### src/rtl/alu_result_fifo.sv
`default_nettype none
// +--------------------------------------------------------------------------+
// | alu_result_fifo : first-word-fall-through queue for ALU results with     |
// |                   sticky overflow flag and saturating drop counter.      |
// | Revision 1.0                                                             |
// +--------------------------------------------------------------------------+
module alu_result_fifo #(
   parameter int DEPTH = 4
) (
   input  logic                     clk,
   input  logic                     reset,
   input  logic                     done_aax,
   input  logic [15:0]              result_aax,
   input  logic                     clr,
   output logic                     out_valid,
   input  logic                     out_ready,
   output logic [15:0]              out_data,
   output logic [$clog2(DEPTH):0]   count,
   output logic                     full,
   output logic                     overflow,
   output logic [7:0]               drop_cnt
);

   localparam int AW = $clog2(DEPTH);
   localparam int CW = AW + 1;

   logic [15:0]   mem_q [DEPTH];
   logic [AW-1:0] wr_ptr_q, wr_ptr_d;
   logic [AW-1:0] rd_ptr_q, rd_ptr_d;
   logic [CW-1:0] count_q, count_d;
   logic          overflow_q, overflow_d;
   logic [7:0]    drop_cnt_q, drop_cnt_d;

   logic empty;
   logic full_int;
   logic pop;
   logic push;
   logic drop;
   logic wr_en;

   // Status is decoded purely from registered count so no input reaches it.
   always_comb begin
      empty    = (count_q == '0);
      full_int = (count_q == CW'(DEPTH));
      pop      = !empty && out_ready;
      push     = done_aax && (!full_int || pop);
      drop     = done_aax && full_int && !pop;
      wr_en    = push && !clr;
   end

   always_comb begin
      wr_ptr_d   = wr_ptr_q;
      rd_ptr_d   = rd_ptr_q;
      count_d    = count_q;
      overflow_d = overflow_q;
      drop_cnt_d = drop_cnt_q;
      if (clr) begin
         wr_ptr_d   = '0;
         rd_ptr_d   = '0;
         count_d    = '0;
         overflow_d = 1'b0;
         drop_cnt_d = 8'h00;
      end else begin
         if (push) begin
            wr_ptr_d = wr_ptr_q + AW'(1);
         end
         if (pop) begin
            rd_ptr_d = rd_ptr_q + AW'(1);
         end
         if (push && !pop) begin
            count_d = count_q + CW'(1);
         end else if (pop && !push) begin
            count_d = count_q - CW'(1);
         end
         if (drop) begin
            overflow_d = 1'b1;
            if (drop_cnt_q != 8'hFF) begin
               drop_cnt_d = drop_cnt_q + 8'd1;
            end
         end
      end
   end

   always_ff @(posedge clk or posedge reset) begin
      if (reset) begin
         wr_ptr_q   <= '0;
         rd_ptr_q   <= '0;
         count_q    <= '0;
         overflow_q <= 1'b0;
         drop_cnt_q <= 8'h00;
      end else begin
         wr_ptr_q   <= wr_ptr_d;
         rd_ptr_q   <= rd_ptr_d;
         count_q    <= count_d;
         overflow_q <= overflow_d;
         drop_cnt_q <= drop_cnt_d;
      end
   end

   // Storage is never visible while empty, so it carries no reset.
   always_ff @(posedge clk) begin
      if (wr_en) begin
         mem_q[wr_ptr_q] <= result_aax;
      end
   end

   assign out_valid = !empty;
   assign full      = full_int;
   assign count     = count_q;
   assign overflow  = overflow_q;
   assign drop_cnt  = drop_cnt_q;
   assign out_data  = empty ? 16'h0000 : mem_q[rd_ptr_q];

endmodule
`default_nettype wire

### config.mk
export PLATFORM = sky130hd
export DESIGN_NAME = alu_result_fifo
export DESIGN_NICKNAME = d
export VERILOG_FILES = /design/src/rtl/alu_result_fifo.sv
export SDC_FILE = /design/constraint.sdc
export NUM_CORES = 1
export LEC_CHECK = 0
export CAP_MARGIN = 20
export CORE_MARGIN = 2
export CORE_UTILIZATION = 54
export DETAILED_ROUTE_END_ITERATION = 6
export GPL_ROUTABILITY_DRIVEN = 0
export HOLD_SLACK_MARGIN = 0.1
export PLACE_DENSITY = 0.9
export SYNTH_ARGS = -nofsm -noshare
export SYNTH_HDL_FRONTEND = slang
export SYNTH_SLANG_ARGS = --single-unit
### constraint.sdc
create_clock -name clk -period 3.2 [get_ports clk]
set_input_delay 0.32 -clock clk [delete_from_list [all_inputs] [get_ports clk]]
set_output_delay 0.32 -clock clk [all_outputs]
set_load 0.005 [all_outputs]
==> results.py, run 1 <==
metrics = {
    "layout": {
        "layout.filler_cells": 399,
        "final_layout_size_suffix_gt1_share_pct": 16.4,
        "diodes": 0,
        "fin_util_pct": 68.0,
        "areaGrowthSynthToFinish_pct": 23.5,
        "post_layout_net_count": 297,
    },
    "logic_synthesis": {
        "ys_seq_elements": 80,
        "synth_flop_cell": "edfxtp_1",
        "yosysSeqAreaShare_pct": 67.5,
        "synthesis.yosys.warnings": 0,
        "syn-mean-instance-area_um2": 16.2,
        "synth-edff-count": 64,
        "synthArstFlopShare_pct": 20.0,
        "syn_inst": 212,
        "synth_area_leaders": "edfxtp_1, dfrtp_1, mux4_2",
        "post-synth-top-area-fraction_pct": 55.9,
        "syn_nets": 239,
        "netlist_area_um2": 3440,
        "synth_area_leader_cell": "edfxtp_1",
        "synth.distinct_cells": 41,
    },
    "power": {
        "clock_power_share_pct": 26.0,
        "power.ir.vdd_worst_mv": 0.398,
        "power.density_nw_per_um2": 679,
        "combinationalPowerShare_pct": 30.6,
        "power.static_leakage_nw": 1.51,
        "sw_share_pct": 27.8,
        "register_share_of_total_power_pct": 43.3,
        "internal_power_mw": 2.08,
        "power_switching_uw": 801,
    },
    "floorplanning": {
        "die_area_um2": 7020,
        "floorplan.die.width_um": 83.8,
        "floorplan.initialDensity_pct": 55.1,
        "die-height_um": 83.8,
        "placement_rows": 29,
        "core_area_um2": 6240,
        "ioPinCount": 51,
    },
    "clock_tree": {
        "clock_path_buffers": 2,
        "holdBufCountCts": 0,
        "tritoncts": "yes",
        "post_cts_sizing": 0,
        "worst_skew_pair.late_latency_ns": 0.36,
        "cts.htree.levels": 3,
        "post_cts_repair_timing_setup_buffer_count": 0,
        "clock_tree.root_cell": "clkbuf_8",
        "path_clk_slew_ns": 0.08,
        "cts_inserted_buffers": 9,
        "numClockSinks": 80,
    },
    "detailed_routing": {
        "dr.first_iter.drc_count": 225,
        "number_of_nets_with_antenna_violations_after_routing": 0,
        "wl_per_cell_um": 18.1,
        "total_routed_wirelength_um": 6360,
        "route.vias.total": 1994,
        "drc_errors": 0,
        "firstDrtPassIters": 4,
        "vias_per_cell": 5.66,
    },
    "flow_run": {
        "drv.max_cap_violation_count": 0,
    },
    "place": {
        "placement.io_buffers": 50,
        "hpwlAfterDp_um": 4100,
    },
    "global_routing": {
        "gr-usage-all-layers_pct": 20.0,
        "grt_pass1_wl_um": 10400,
        "via_count_of_the_first_global_routing_pass": 2094,
        "antenna_violations_before_repair": 0,
        "grt-ovfl-total": 0,
        "grt_max_degree": 21,
    },
    "worst_hold_path": {
        "worstHoldPathType": "input pin to async pin",
    },
    "timing": {
        "slew_headroom_pct": 48.6,
        "timing.final.crit_share_pct": 81.5,
        "final_hold_violation_count": 0,
        "skew_ns": 0.00700,
        "setup_tns_ns": 0,
        "timing_worst_slew_pin_value_ns": 0.771,
        "grt_setup_unrepaired": "false",
        "timing.final.setup_violations": 0,
        "max_fclk_ghz": 0.384,
        "period_needed_ns": 2.61,
        "maxSlewViolCount": 0,
    },
    "worst_setup_path": {
        "logic_depth_of_the_worst_register_to_register_path": 7,
        "worstSetupPathType": "flop to output pin",
        "rrSetupSlack_ns": 0.80,
        "critical_path.top_delay_family": "buffers and inverters",
        "critical_path.n_buffers_inverters": 2,
        "crit_path_end_kind": "output pin",
        "critical_path.reg2reg.endpoint": "count[2]",
        "required_arrival_time_at_the_worst_endpoint_ns": 2.88,
        "r2r_start": "count[0]",
        "critical_path_sink": "out_data[5]",
        "critPathLaunch": "rd_ptr_q[0]",
        "critical_path_cell_sequence": "buf_4 -> mux4_2 -> and2_1 -> clkdlybuf4s50_1",
        "cp_data_arrival_time_ns": 2.29,
        "crit_fanout": 16,
        "max_stage_delay_ns": 0.55,
        "crit_path_top_delay_cell": "mux4_2",
        "crit_cells": 4,
        "setup.worst_path.start_class": "flop",
    },
    "outcome": {
        "run_status": "completed",
    },
}
## final cells by class
cell class              instances  area (um2)  share of cell area (%)
well taps                      77        96.3                    2.27
repair buffers                 57         553                    13.0
multi-input cells             114        1040                    24.4
clock buffers                   9         124                    2.92
inverters                       8        35.0                   0.825
clock inverters                 7        78.8                    1.86
flip-flops and latches         80        2320                    54.7
## metal layers
layer | global-route usage, % | part of all wire [%]
met1 | 25.1 | 41
met2 | 31.7 | 52
met3 | 7.32 | 4.4
met4 | 8.50 | 2.2
met5 | 0 | 0
## synth_stat cells, drive strengths merged, types with 3 or more instances
library cell / n
o21ai: 5
inv: 7
ha: 5
mux2i: 3
nand2: 3
nor2: 16
clkbuf: 5
and3: 3
dfrtp: 16
and2: 21
edfxtp: 64
xor2: 7
nand3: 5
a21oi: 6
mux4: 16
buf: 5
## power by group through the flow
| stage | clock, mW | sequential, mW | combinational (mW) |
|---|---|---|---|
| 2_1_floorplan | 0 | 1.25 | 0.508 |
| 3_5_place_dp | 0 | 1.27 | 0.891 |
| 5_1_grt | 0.813 | 1.26 | 0.972 |
| 6_report | 0.751 | 1.25 | 0.884 |
| 3_3_place_gp | 0 | 1.27 | 0.861 |
| 4_1_cts | 0.760 | 1.25 | 0.895 |
## metrics by stage
| stage | worst slack (ns) | power, mW | instances | cell area [um2] | hold slack (ns) |
|---|---|---|---|---|---|
| 6_report | 0.592 | 2.88 | 352 | 4250 | 0.326 |
| 5_1_grt | 0.429 | 3.05 | 352 | 4250 | 0.370 |
| 4_1_cts | 0.553 | 2.91 | 352 | 4250 | 0.348 |
| 3_5_place_dp | 0.771 | 2.17 | 336 | 4040 | 0.490 |
| 3_3_place_gp | 0.826 | 2.13 | 336 | 4040 | 0.482 |
| 2_1_floorplan | 0.917 | 1.75 | 212 | 3440 | 0.234 |
## how the worst min path moves through the flow
stage          endpoint  slack (ns)     start  cells after the start
2_1_floorplan  count[0]        0.23     reset                      1
3_3_place_gp   overflow        0.48  overflow                      2
3_5_place_dp   overflow        0.49  overflow                      2
4_1_cts        count[0]        0.35     reset                      2
5_1_grt        count[0]        0.37     reset                      2
6_report       count[0]        0.33     reset                      2
## worst register-to-register path, delay by kind of cell (launching register included)
| family | cells | cell delay (ns) |
|---|---|---|
| AO/OA/AOI/OAI | 2 | 0.27 |
| AND/OR/NAND/NOR | 4 | 1.13 |
| flip-flops | 1 | 0.48 |
| adder cells (fa/ha/maj) | 1 | 0.41 |
## registers in the layout, indices dropped and copies added, names as in the netlist
register and cells:
mem_q 64, wr_ptr_q 2, overflow 1, count 3, rd_ptr_q 2, drop_cnt 8
## cells by family (layout without fill, tap and decap cells)
family | count (synthesis) | count (layout) | share of synthesized area, %
xor gates and xnor gates | 8 | 8 | 2.04
buffers and inverters | 18 | 81 | 2.33
adders and majority gates | 6 | 6 | 2.40
AOI/OAI and AO/OA | 18 | 18 | 3.42
and+or+nand+nor | 61 | 61 | 10.3
muxes | 21 | 21 | 12.0
DFF | 80 | 80 | 67.5
## cell usage in the layout, fill, tap and decap left out, drive strengths merged, types with 2 or more instances in the layout
master          n
nand4           2
o2111ai         2
mux2i           3
and3            3
edfxtp         64
clkdlybuf4s50  50
nand2           3
o21ai           5
or3b            2
clkinvlp        2
xor2            7
clkinv          2
or3             2
buf             7
ha              5
nand3           5
nor2           16
mux4           16
nand3b          2
dfrtp          16
mux2            2
inv            10
a21oi           6
clkbuf          9
and2           21
Note: power is estimated with default switching activity, not from simulation.
==> run 2: changes to the inputs <==
==> constraint.sdc (replaced) <==
create_clock -name clk -period 2.7 [get_ports clk]
set_input_delay 0.27 -clock clk [delete_from_list [all_inputs] [get_ports clk]]
set_output_delay 0.27 -clock clk [all_outputs]
set_load 0.005 [all_outputs]
==> results.py, run 2 (synthesis gave the netlist of run 1 again) <==
metrics = {
    "timing": {
        "final_hold_violation_count": 0,
        "timing.final.crit_share_pct": 92.2,
        "timing.final.setup_violations": 0,
        "grt_setup_unrepaired": "false",
        "timing_worst_slew_pin_value_ns": 0.610,
        "max_fclk_ghz": 0.402,
        "period_needed_ns": 2.49,
        "setup_tns_ns": 0,
        "skew_ns": 0.00937,
        "slew_headroom_pct": 59.3,
        "final_critical_path_setup_slack_ns": 0.211,
        "maxSlewViolCount": 0,
    },
    "clock_tree": {
        "tritoncts": "yes",
        "clock_path_buffers": 2,
        "post_cts_sizing": 0,
        "post_cts_repair_timing_setup_buffer_count": 0,
        "cts.htree.levels": 3,
        "clock_tree.root_cell": "clkbuf_8",
        "numClockSinks": 80,
        "path_clk_slew_ns": 0.07,
        "worst_skew_pair.late_latency_ns": 0.34,
        "cts_inserted_buffers": 9,
        "holdBufCountCts": 0,
    },
    "worst_setup_path": {
        "cp_data_arrival_time_ns": 2.22,
        "setup.worst_path.start_class": "flop",
        "crit_path_end_kind": "output pin",
        "logic_depth_of_the_worst_register_to_register_path": 7,
        "rrSetupSlack_ns": 0.29,
        "critical_path_cell_sequence": "or3_1 -> and2_1 -> clkdlybuf4s50_1",
        "crit_fanout": 20,
        "r2r_start": "count[0]",
        "critical_path.top_delay_family": "simple AND/OR/NAND/NOR gates",
        "critical_path.reg2reg.endpoint": "count[2]",
        "max_stage_delay_ns": 0.68,
        "critical_path.n_buffers_inverters": 1,
        "crit_path_top_delay_cell": "or3_1",
        "required_arrival_time_at_the_worst_endpoint_ns": 2.43,
        "worstSetupPathType": "flop to output pin",
    },
    "detailed_routing": {
        "vias_per_cell": 5.55,
        "total_routed_wirelength_um": 6170,
        "number_of_nets_with_antenna_violations_after_routing": 0,
        "route.vias.total": 1963,
        "dr.first_iter.drc_count": 200,
        "firstDrtPassIters": 4,
        "wl_per_cell_um": 17.4,
        "drc_errors": 0,
    },
    "layout": {
        "most-common-layout-cells": "edfxtp_1, clkdlybuf4s50_1, and2_1",
        "final_layout_size_suffix_gt1_share_pct": 16.6,
        "registers.top_by_ff_count": "mem_q",
        "post_layout_net_count": 299,
        "areaGrowthSynthToFinish_pct": 24.1,
        "final_common_cell": "edfxtp_1",
        "largest_reg_flops": 64,
        "diodes": 0,
    },
    "power": {
        "power.ir.vdd_worst_mv": 0.434,
        "power.static_leakage_nw": 1.52,
        "internal_power_mw": 2.48,
        "register_share_of_total_power_pct": 43.4,
        "clock_power_share_pct": 24.7,
        "power_switching_uw": 910,
        "combinationalPowerShare_pct": 31.9,
        "sw_share_pct": 26.8,
        "power.density_nw_per_um2": 796,
    },
    "global_routing": {
        "antenna_violations_before_repair": 0,
        "gr-usage-all-layers_pct": 19.2,
        "grt_pass1_wl_um": 10000,
        "grt_max_degree": 21,
        "via_count_of_the_first_global_routing_pass": 1973,
        "grt-ovfl-total": 0,
    },
    "worst_hold_path": {
        "worstHoldPathType": "input pin to async pin",
    },
    "floorplanning": {
        "placement_rows": 29,
        "die_area_um2": 7020,
        "ioPinCount": 51,
        "core_area_um2": 6240,
        "floorplan.die.width_um": 83.8,
        "die-height_um": 83.8,
        "floorplan.initialDensity_pct": 55.1,
    },
    "outcome": {
        "run_status": "completed",
    },
    "place": {
        "detailedPlace.worstSlack_ns": 0.298,
        "placement.io_buffers": 50,
        "hpwlAfterDp_um": 4220,
    },
    "flow_run": {
        "drv.max_cap_violation_count": 0,
    },
}
-- run 2: worst max path at each step --
stage	cells after the start	start	endpoint	slack (ns)
floorplan	7	count[0]	count[2]	0.42
CTS	3	count[0]	out_data[15]	0.16
global route	3	count[0]	out_data[4]	0.09
detailed placement	7	count[0]	count[2]	0.30
finish	3	count[0]	out_data[4]	0.21
global placement	7	count[0]	count[2]	0.39
-- run 2: stage by stage --
stage	hold slack, ns	cells	area [um2]	utilization (%)	power (mW)
global route	0.359	354	4270	68.3	3.58
floorplan	0.184	212	3440	-	2.08
global placement	0.483	338	4070	65.2	2.55
CTS	0.296	354	4270	68.3	3.44
finish	0.299	354	4270	68.3	3.39
detailed placement	0.497	338	4070	65.2	2.60
-- run 2: cell type report --
class	count	area, um2
inverters	8	35.0
well taps	77	96.3
repair buffers	59	581
clock buffers	10	128
fillers	420	1980
flip-flops and latches	80	2320
clock inverters	6	67.6
multi-input cells	114	1040
-- run 2: power by group through the flow --
stage / clock (mW) / combinational, mW / sequential, mW
after CTS: 0.863 / 1.10 / 1.47
after floorplan: 0 / 0.602 / 1.48
after detailed placement: 0 / 1.10 / 1.50
after global routing: 0.919 / 1.18 / 1.48
after global placement: 0 / 1.07 / 1.49
final: 0.839 / 1.08 / 1.47
-- run 2: layer usage --
layer | global-route usage [%] | part of all wire [%]
met3 | 4.75 | 3.3
met4 | 8.21 | 2.3
met2 | 32.4 | 54
met5 | 0 | 0
met1 | 23.8 | 40
